--- src/rtl/drowsy_decision_pkg.sv ---
// Shared types and constants for the drowsiness decision stage.
package drowsy_pkg;

  localparam int SCORE_W_DEF     = 10;
  localparam int NUM_CLASSES_DEF = 3;

  localparam int CLS_AWAKE       = 0;
  localparam int CLS_DROWSY      = 1;
  localparam int CLS_EYES_CLOSED = 2;

  typedef enum logic [1:0] {
    IDLE   = 2'd0,
    SCAN   = 2'd1,
    DECIDE = 2'd2
  } state_t;

  typedef logic [SCORE_W_DEF-1:0] score_t;

endpackage

--- src/rtl/drowsy_decision_if.sv ---
// Frame-in / decision-out bundle between the neuron layer, this stage and the alert logic.
interface drowsy_decision_if #(
  parameter int NUM_CLASSES = 3,
  parameter int SCORE_W     = 10,
  parameter int STREAK_W    = 4
);
  localparam int IDX_W = $clog2(NUM_CLASSES);

  logic               inValid;
  logic [SCORE_W-1:0] inVal [NUM_CLASSES];
  logic               inReady;
  logic               outValid;
  logic [IDX_W-1:0]   classIdx;
  logic [STREAK_W-1:0] streak;
  logic               alarm;
  logic               lowConf;

  modport master (
    output inValid, inVal,
    input  inReady, outValid, classIdx, streak, alarm, lowConf
  );

  modport slave (
    input  inValid, inVal,
    output inReady, outValid, classIdx, streak, alarm, lowConf
  );
endinterface

--- src/rtl/drowsy_decision_streak_ctr.sv ---
// Saturating consecutive-drowsy counter with debounced alarm set/clear.
module drowsy_streak_ctr #(
  parameter int STREAK_W     = 4,
  parameter int ALARM_FRAMES = 4
) (
  input  logic                Clock,
  input  logic                Rst,
  input  logic                en,
  input  logic                drowsy,
  input  logic                hold,
  output logic [STREAK_W-1:0] streak,
  output logic                alarm
);
  localparam logic [STREAK_W-1:0] STREAK_MAX = {STREAK_W{1'b1}};
  localparam logic [STREAK_W-1:0] ALARM_THR  = STREAK_W'(ALARM_FRAMES);

  logic [STREAK_W-1:0] streakR;
  logic                alarmR;
  logic [STREAK_W-1:0] nextStreak;

  // Next streak value for a decided frame.
  always_comb begin
    nextStreak = streakR;
    if (!drowsy) begin
      nextStreak = '0;
    end else if (streakR != STREAK_MAX) begin
      nextStreak = streakR + STREAK_W'(1);
    end else begin
      nextStreak = streakR;
    end
  end

  // Alarm rises at the threshold, falls only once the streak is broken.
  always_ff @(posedge Clock) begin
    if (Rst) begin
      streakR <= '0;
      alarmR  <= 1'b0;
    end else if (en && !hold) begin
      streakR <= nextStreak;
      if (nextStreak >= ALARM_THR) begin
        alarmR <= 1'b1;
      end else if (nextStreak == '0) begin
        alarmR <= 1'b0;
      end else begin
        alarmR <= alarmR;
      end
    end else begin
      streakR <= streakR;
      alarmR  <= alarmR;
    end
  end

  assign streak = streakR;
  assign alarm  = alarmR;
endmodule

--- src/rtl/drowsy_decision.sv ---
// Sequential argmax over one frame of class scores, followed by drowsy-streak debounce.
// Optional build macro DROWSY_CONF_GATE_EN: low-confidence winners leave streak/alarm untouched.
module drowsy_decision
  import drowsy_pkg::*;
#(
  parameter int NUM_CLASSES  = NUM_CLASSES_DEF,
  parameter int SCORE_W      = SCORE_W_DEF,
  parameter int DROWSY_MIN   = CLS_DROWSY,
  parameter int ALARM_FRAMES = 4,
  parameter int STREAK_W     = 4,
  parameter int CONF_MIN     = 256
) (
  input logic Clock,
  input logic Rst,
  drowsy_decision_if.slave bus
);
  localparam int IDX_W = $clog2(NUM_CLASSES);
  localparam logic [IDX_W-1:0] LAST_IDX   = IDX_W'(NUM_CLASSES - 1);
  localparam logic [IDX_W-1:0] DROWSY_IDX = IDX_W'(DROWSY_MIN);

  state_t             state;
  logic [SCORE_W-1:0] scores [NUM_CLASSES];
  logic [SCORE_W-1:0] best;
  logic [IDX_W-1:0]   bestIdx;
  logic [IDX_W-1:0]   idx;
  logic               inReadyR;
  logic               outValidR;
  logic [IDX_W-1:0]   classIdxR;
  logic               lowConfR;
  logic               lowHit;
  logic               decideEn;
  logic               isDrowsy;

`ifdef DROWSY_CONF_GATE_EN
  assign lowHit = (best < SCORE_W'(CONF_MIN));
`else
  assign lowHit = 1'b0;
`endif

  assign decideEn = (state == DECIDE);
  assign isDrowsy = (bestIdx >= DROWSY_IDX);

  // Capture, scan and decide; a frame in flight is dropped on reset.
  always_ff @(posedge Clock) begin
    if (Rst) begin
      state     <= IDLE;
      best      <= '0;
      bestIdx   <= '0;
      idx       <= '0;
      inReadyR  <= 1'b1;
      outValidR <= 1'b0;
      classIdxR <= '0;
      lowConfR  <= 1'b0;
      for (int j = 0; j < NUM_CLASSES; j++) begin
        scores[j] <= '0;
      end
    end else begin
      case (state)
        IDLE: begin
          outValidR <= 1'b0;
          if (bus.inValid) begin
            for (int j = 0; j < NUM_CLASSES; j++) begin
              scores[j] <= bus.inVal[j];
            end
            best     <= bus.inVal[0];
            bestIdx  <= '0;
            idx      <= IDX_W'(1);
            inReadyR <= 1'b0;
            state    <= SCAN;
          end else begin
            state <= IDLE;
          end
        end
        SCAN: begin
          // Strict compare keeps the lowest index on ties.
          if (scores[idx] > best) begin
            best    <= scores[idx];
            bestIdx <= idx;
          end else begin
            best    <= best;
            bestIdx <= bestIdx;
          end
          if (idx == LAST_IDX) begin
            state <= DECIDE;
          end else begin
            idx   <= idx + IDX_W'(1);
            state <= SCAN;
          end
        end
        DECIDE: begin
          classIdxR <= bestIdx;
          lowConfR  <= lowHit;
          outValidR <= 1'b1;
          inReadyR  <= 1'b1;
          state     <= IDLE;
        end
        default: begin
          state     <= IDLE;
          inReadyR  <= 1'b1;
          outValidR <= 1'b0;
        end
      endcase
    end
  end

  drowsy_streak_ctr #(
    .STREAK_W     (STREAK_W),
    .ALARM_FRAMES (ALARM_FRAMES)
  ) u_streak (
    .Clock  (Clock),
    .Rst    (Rst),
    .en     (decideEn),
    .drowsy (isDrowsy),
    .hold   (lowHit),
    .streak (bus.streak),
    .alarm  (bus.alarm)
  );

  assign bus.inReady  = inReadyR;
  assign bus.outValid = outValidR;
  assign bus.classIdx = classIdxR;
  assign bus.lowConf  = lowConfR;
endmodule

--- src/flat_wrapper.sv ---
// flat-port wrapper written by rule: the top's interface ports become plain ports
module drowsy_decision_flat import drowsy_pkg::*;
#(
  parameter int NUM_CLASSES  = NUM_CLASSES_DEF,
  parameter int SCORE_W      = SCORE_W_DEF,
  parameter int DROWSY_MIN   = CLS_DROWSY,
  parameter int ALARM_FRAMES = 4,
  parameter int STREAK_W     = 4,
  parameter int CONF_MIN     = 256
)
  (Clock, Rst, bus_inValid, bus_inVal, bus_inReady, bus_outValid, bus_classIdx, bus_streak, bus_alarm, bus_lowConf);
  drowsy_decision_if #(.NUM_CLASSES(NUM_CLASSES), .SCORE_W(SCORE_W), .STREAK_W(STREAK_W)) bus_i ();
  input logic Clock;
  input logic Rst;
  input wire logic [$bits(bus_i.inValid)-1:0] bus_inValid;
  input wire logic [$bits(bus_i.inVal)-1:0] bus_inVal;
  output wire logic [$bits(bus_i.inReady)-1:0] bus_inReady;
  output wire logic [$bits(bus_i.outValid)-1:0] bus_outValid;
  output wire logic [$bits(bus_i.classIdx)-1:0] bus_classIdx;
  output wire logic [$bits(bus_i.streak)-1:0] bus_streak;
  output wire logic [$bits(bus_i.alarm)-1:0] bus_alarm;
  output wire logic [$bits(bus_i.lowConf)-1:0] bus_lowConf;
  assign bus_i.inValid = bus_inValid;
  assign bus_i.inVal = {>>{bus_inVal}};
  assign bus_inReady = bus_i.inReady;
  assign bus_outValid = bus_i.outValid;
  assign bus_classIdx = bus_i.classIdx;
  assign bus_streak = bus_i.streak;
  assign bus_alarm = bus_i.alarm;
  assign bus_lowConf = bus_i.lowConf;
  drowsy_decision #(.NUM_CLASSES(NUM_CLASSES), .SCORE_W(SCORE_W), .DROWSY_MIN(DROWSY_MIN), .ALARM_FRAMES(ALARM_FRAMES), .STREAK_W(STREAK_W), .CONF_MIN(CONF_MIN)) u_core (.Clock(Clock), .Rst(Rst), .bus(bus_i));
endmodule
--- config.mk ---
export PLATFORM = sky130hd
export DESIGN_NAME = drowsy_decision_flat
export DESIGN_NICKNAME = d
export VERILOG_FILES = /design/src/rtl/drowsy_decision_pkg.sv /design/src/rtl/drowsy_decision_if.sv /design/src/rtl/drowsy_decision_streak_ctr.sv /design/src/rtl/drowsy_decision.sv /design/src/flat_wrapper.sv
export SDC_FILE = /design/constraint.sdc
export NUM_CORES = 1
export LEC_CHECK = 0
export CORE_MARGIN = 2
export CORE_UTILIZATION = 40
export DETAILED_ROUTE_END_ITERATION = 10
export MAX_ROUTING_LAYER = met4
export SLEW_MARGIN = 20
export SYNTH_ARGS = -nofsm -noshare
export SYNTH_HDL_FRONTEND = slang
export SYNTH_HIERARCHICAL = 1
export SYNTH_SLANG_ARGS = --single-unit
--- constraint.sdc ---
create_clock -name Clock -period 3.6 [get_ports Clock]
set_clock_uncertainty 0.15 [all_clocks]
set_input_delay 0.72 -clock Clock [delete_from_list [all_inputs] [get_ports Clock]]
set_output_delay 0.72 -clock Clock [all_outputs]
set_load 0.005 [all_outputs]
==> impl_metrics.yaml, run 1 <==
timing:
  fmax_ghz: 0.337
  report.final.slew_viol_count: 0
  finalSetupViolCount: 0
  tightest_slew_ns: 0.681
  period_minus_slack_ns: 2.97
  setup_ws_ns: 0.630
  tns_ns: 0
  worst_hold_slack_ns: 0.332
  slew_headroom_pct: 54.5
  hold_viol_final: 0
  timing.final.crit_share_pct: 82.5
  rsz0062_at_grt: "no"
place:
  port_buffers: 41
  place_hpwl_mm: 3.86
  place.gp.congestion: 0.784
  post-place-ws_ns: 0.604
  placed_area_sq_um: 3390
finish:
  fin_nets: 366
  syn2layout_area_growth_pct: 24.2
  drive_gt1_share_pct: 11.0
  finish.utilization_pct: 51.7
  seqCellArea_sq_um: 1440
  multiInputGateArea_sq_um: 1330
  final_area_sq_um: 3550
  n_fill_cell: 661
  diodes: 0
synth:
  yosys_warnings: 6
  ys.flop_type: "edfxtp_1"
  synth_edf_count: 30
  synth_top_area_share_pct: 31.5
  seq_area_frac_synth_pct: 50.4
  netlist_instances: 273
  yosysTopAreaCell: "edfxtp_1"
  synthDistinctLibCells: 36
  synth_area_per_cell_sq_um: 10.5
  synth_area_sq_um: 2860
  yosysMostFrequentCell: "nor2_1"
  async_reset_ff_share_pct: 0
  ys_ff_latch: 57
  yosys-top-cells-count: "nor2_1 (41), edfxtp_1 (30), dfxtp_1 (27)"
  ys_top_cells_by_area: "edfxtp_1 (32%), dfxtp_1 (19%), mux2i_1 (8.1%), nor2_1 (5.4%), ha_1 (5.3%)"
global_route:
  grt_pass1_wl_mm: 9.14
  use_met1_pct: 20.5
  grt_start_max_net_pins: 31
  global_route.usage.met3_pct: 5.04
  busiest_layer: "met2"
  met2_usage_pct: 25.4
  track_usage_pct: 16.2
  antenna_found_initial: 0
  grt_pass1_vias: 1917
  overflow: 0
run_status:
  status: "completed"
clock_network:
  cts_setup_buffers: 0
  htree_levels: 3
  cts_resized: 0
  cts_tree: "yes"
  cts-root-buf: "clkbuf_8"
  cts_hold_buf: 0
  cts_buffers: 9
  cts.sinks: 57
  clkLatencyLatePin_ns: 0.33
  clk_pin_slew_worst_paths_ns: 0.06
  cts_buffer_depth: 2
power:
  p_leak_nw: 1.38
  peakVddDrop_v: 0.000201
  power_density_nw_per_um2: 440
worst_hold_path:
  hold_path.class: "reg2reg"
worst_setup_path:
  crit_fanout: 10
  required_ns: 3.67
  worst_setup_path_start_kind: "register"
  arrival_ns: 3.04
  critical_path_class: "reg2reg"
  end_kind: "register"
flow_run:
  drv_cap: 0
route:
  via_count: 2013
  wl_per_cell_um: 13.1
  totalWireLength_mm: 5.52
  routed_via_density: 4.77
  drtIter0Drc: 66
  first_pass_iters: 4
  drc: 0
  final_antenna_net_count: 0
die:
  die_x_um: 88.5
  die_h_um: 88.5
  rows: 30
  start_util_pct: 41.6
  die-area_sq_um: 7840
  core-area_sq_um: 6870
  ios: 43
path summary, 6_finish.rpt:
kind	endpoint	depth (start not counted)	slack [ns]	startpoint
setup / recovery	u_core/best[4]	9	0.63	register
hold / removal	u_core/bestIdx[0]	2	0.33	u_core/bestIdx[0]
setup reg to reg	u_core/best[4]	9	0.63	register
hold reg to reg	u_core/bestIdx[0]	2	0.33	u_core/bestIdx[0]
report_power, final:
group	leakage [nW]	total [mW]	internal [mW]	switching (mW)
Sequential	0.545	0.757	0.738	0.0186
Combinational	0.747	0.313	0.152	0.161
Clock	0.0856	0.494	0.259	0.235
worst max-delay path: stages (launching register included):
cell       delay, ns
dfxtp_1         0.50
buf_4           0.26
mux2i_1         0.18
o21ai_0         0.13
ha_1            0.34
nand4_1         0.16
a211oi_2        0.25
a2111oi_4       0.09
o21ai_4         0.45
mux2_4          0.35
cell usage in the layout (no fill, tap or decap), drive strengths merged, types with 2 or more instances in the layout:
master          n
and3            2
nor2b           5
clkdlybuf4s50  41
nand4           4
dfxtp          27
clkinv          5
and2           23
nand2          25
edfxtp         30
nor2           41
o21ai          14
mux2           11
ha             12
nor3            3
inv            13
mux2i          23
nand2b          4
conb            3
clkbuf         11
a21oi          10
a211oi          4
buf             5
cell type report:
class | count | area share, %
clock inverters | 5 | 0.599
flip-flops and latches | 57 | 40.6
repair buffers | 46 | 12.6
multi-input cells | 194 | 37.5
inverters | 13 | 1.37
clock buffers | 11 | 3.98
well taps | 96 | 3.38
kinds of logic after synthesis:
family	share of synthesized area, %
mux	13.7
fa+ha+maj	5.25
flops	50.4
simple gates	18.4
other cells	0.131
buf+inv	3.41
compound gates	8.67
stage by stage:
stage	cells	total power, mW
finish	422	1.56
global route	422	1.65
detailed placement	406	1.09
CTS	422	1.59
floorplan	275	0.994
global placement	406	1.08
flip-flops by register name, summed over array words and instances (netlist names), named ones only:
signal / flops
u_core/u_streak/alarm: 1
u_core/bus.outValid: 1
u_core/best: 10
u_core/scores: 30
u_core/bus.classIdx: 2
u_core/u_streak/streak: 4
u_core/bestIdx: 2
u_core/state: 2
u_core/bus.inReady: 1
u_core/idx: 2
routing by layer:
metal,share of wire [%],vias to the layer above
met5,0,-
met4,1.0,0
met3,4.7,6
met2,48,36
met1,46,935
li1,-,1036
Note: power is estimated with default switching activity, not from simulation.
==> run 2, diff against run 1 <==
Clock period 3.6 ns to 3 ns, I/O delays scaled along.
==> impl_metrics.yaml, run 2 (synthesized netlist as in run 1, its figures left out) <==
worst_hold_path:
  hold_path.class: "reg2reg"
power:
  peakVddDrop_v: 0.000224
  p_comb_share_pct: 20.9
  totalPowerFinal_mw: 1.89
  p_seq_share_pct: 48.1
  clkPwrFrac_pct: 31.0
  netSwitchingPower_mw: 0.517
  p_leak_nw: 1.39
  p_int_mw: 1.38
  switching_share_pct: 27.3
  power_density_nw_per_um2: 529
finish:
  final_area_sq_um: 3580
  multiInputGateArea_sq_um: 1330
  drive_gt1_share_pct: 11.9
  seqCellArea_sq_um: 1440
  fin_nets: 368
  mostFrequentLayoutCells: "clkdlybuf4s50_1 (41), nor2_1 (41), edfxtp_1 (30), dfxtp_1 (26), nand2_1 (25)"
  finish.utilization_pct: 52.1
  regMostFlops: "u_core/scores"
  syn2layout_area_growth_pct: 25.3
  diodes: 0
  n_fill_cell: 648
  largest_reg_flops: 30
timing:
  fmax_ghz: 0.365
  period_minus_slack_ns: 2.74
  rsz0062_at_grt: "no"
  report.final.slew_viol_count: 0
  tns_ns: 0
  hold_viol_final: 0
  timing.final.crit_share_pct: 91.3
  finalSetupViolCount: 0
worst_setup_path:
  r2r-end: "u_core/best[5]"
  end_kind: "register"
  slowest_stage: "a2111oi_4"
  crit_fanout: 10
  arrival_ns: 2.81
  slowest_delay_ns: 0.43
  path_cells: "buf_12 > mux2i_1 > o21ai_0 > ha_1 > a211oi_2 > nor2_1 > a2111oi_4 > o21ai_4 > buf_12 > mux2_4"
  reg2reg_depth: 10
  critical_path_class: "reg2reg"
  rrSetupSlack_ns: 0.26
  critical_path.most_common_cell: "buf_12"
  path_delay_family: "compound AO/OA/AOI/OAI gates"
  cp.depth: 10
  required_ns: 3.07
  worst_setup_path_start_kind: "register"
  crit_end: "u_core/best[5]"
  critical_path_buf_inv_count: 2
global_route:
  overflow: 0
  antenna_found_initial: 0
  grt_start_max_net_pins: 31
  grt_pass1_wl_mm: 9.34
  grt_pass1_vias: 1932
  track_usage_pct: 16.5
route:
  first_pass_iters: 4
  routed_via_density: 4.83
  wl_per_cell_um: 13.6
  drc: 0
  via_count: 2048
  final_antenna_net_count: 0
  totalWireLength_mm: 5.75
  drtIter0Drc: 100
die:
  die_h_um: 88.5
  rows: 30
  core-area_sq_um: 6870
  start_util_pct: 41.6
  die-area_sq_um: 7840
  ios: 43
  die_x_um: 88.5
place:
  place_hpwl_mm: 4.03
  placed_area_sq_um: 3410
  port_buffers: 41
  place.gp.congestion: 0.774
clock_network:
  cts_hold_buf: 0
  clk_pin_slew_worst_paths_ns: 0.06
  clkLatencyLatePin_ns: 0.34
  cts-root-buf: "clkbuf_8"
  htree_levels: 3
  cts_buffers: 9
  cts_buffer_depth: 2
  cts_tree: "yes"
  cts.sinks: 57
run_status:
  status: "completed"
flow_run:
  drv_cap: 0
==> run 2: cell count changes in the layout (fill, tap and decap cells not counted) <==
cell and delta:
dfxtp_2 +1, dfxtp_1 -1, clkbuf_1 +2, nor2_2 -1, nor2_1 +1, buf_12 +2, clkinv_2 +2, clkbuf_8 -1
clkinv_1 -3
==> run 2: routing by layer <==
metal  share of wire [%]  up-vias  track usage, %
met5                   0        -               -
met1                  49      958            21.6
li1                    -     1043               -
met4                 2.8        0            9.23
met3                 3.3       14            3.92
met2                  45       33            23.4
==> run 2: layout make-up <==
class	instances	share of cell area, %
flip-flops and latches	57	40.3
repair buffers	48	13.6
clock buffers	12	3.77
clock inverters	4	0.559
multi-input cells	194	37.1
well taps	96	3.35
inverters	13	1.36
==> run 2: worst min path at each step <==
stage                               start                    end  slack [ns]  cells past startpoint
floorplan               u_core/bestIdx[1]      u_core/bestIdx[1]        0.29                      2
global placement    u_core/u_streak/alarm  u_core/u_streak/alarm        0.31                      2
detailed placement      u_core/bestIdx[1]      u_core/bestIdx[1]        0.32                      2
CTS                     u_core/bestIdx[1]      u_core/bestIdx[1]        0.33                      2
global route        u_core/u_streak/alarm  u_core/u_streak/alarm        0.36                      2
finish                  u_core/bestIdx[1]      u_core/bestIdx[1]        0.33                      2
==> run 2: worst min-delay path: stages (launching register included) <==
cell and delay, ns:
dfxtp_1 0.32, nand2_1 0.06, mux2i_1 0.05
==> run 2: metrics by stage <==
stage	setup slack (ns)	cells	hold slack [ns]
after floorplan	0.413	275	0.292
after global placement	0.136	407	0.310
after detailed placement	0.0171	407	0.325
after CTS	0.00392	423	0.334
after global routing	0.0929	424	0.359
final	0.260	424	0.327
==> run 2: timing repair <==
item,in CTS,in global routing
setup endpoints to repair,0,10
setup buffers,0,1
resized for setup,0,1
==> run 2: power by group through the flow <==
stage          clock network, mW  logic (mW)  registers (mW)
2_1_floorplan                  0       0.277           0.916
3_3_place_gp                   0       0.380           0.926
3_5_place_dp                   0       0.388           0.927
4_1_cts                    0.605       0.389           0.911
5_1_grt                    0.647       0.440           0.917
6_report                   0.587       0.397           0.910
==> run 3, diff against run 2 <==
Settings changed: CTS_CLUSTER_DIAMETER set to 60, SLEW_MARGIN 20 to not set.
==> results of run 3 <==
Final layout, timing and power as in run 2 (identical DEF).
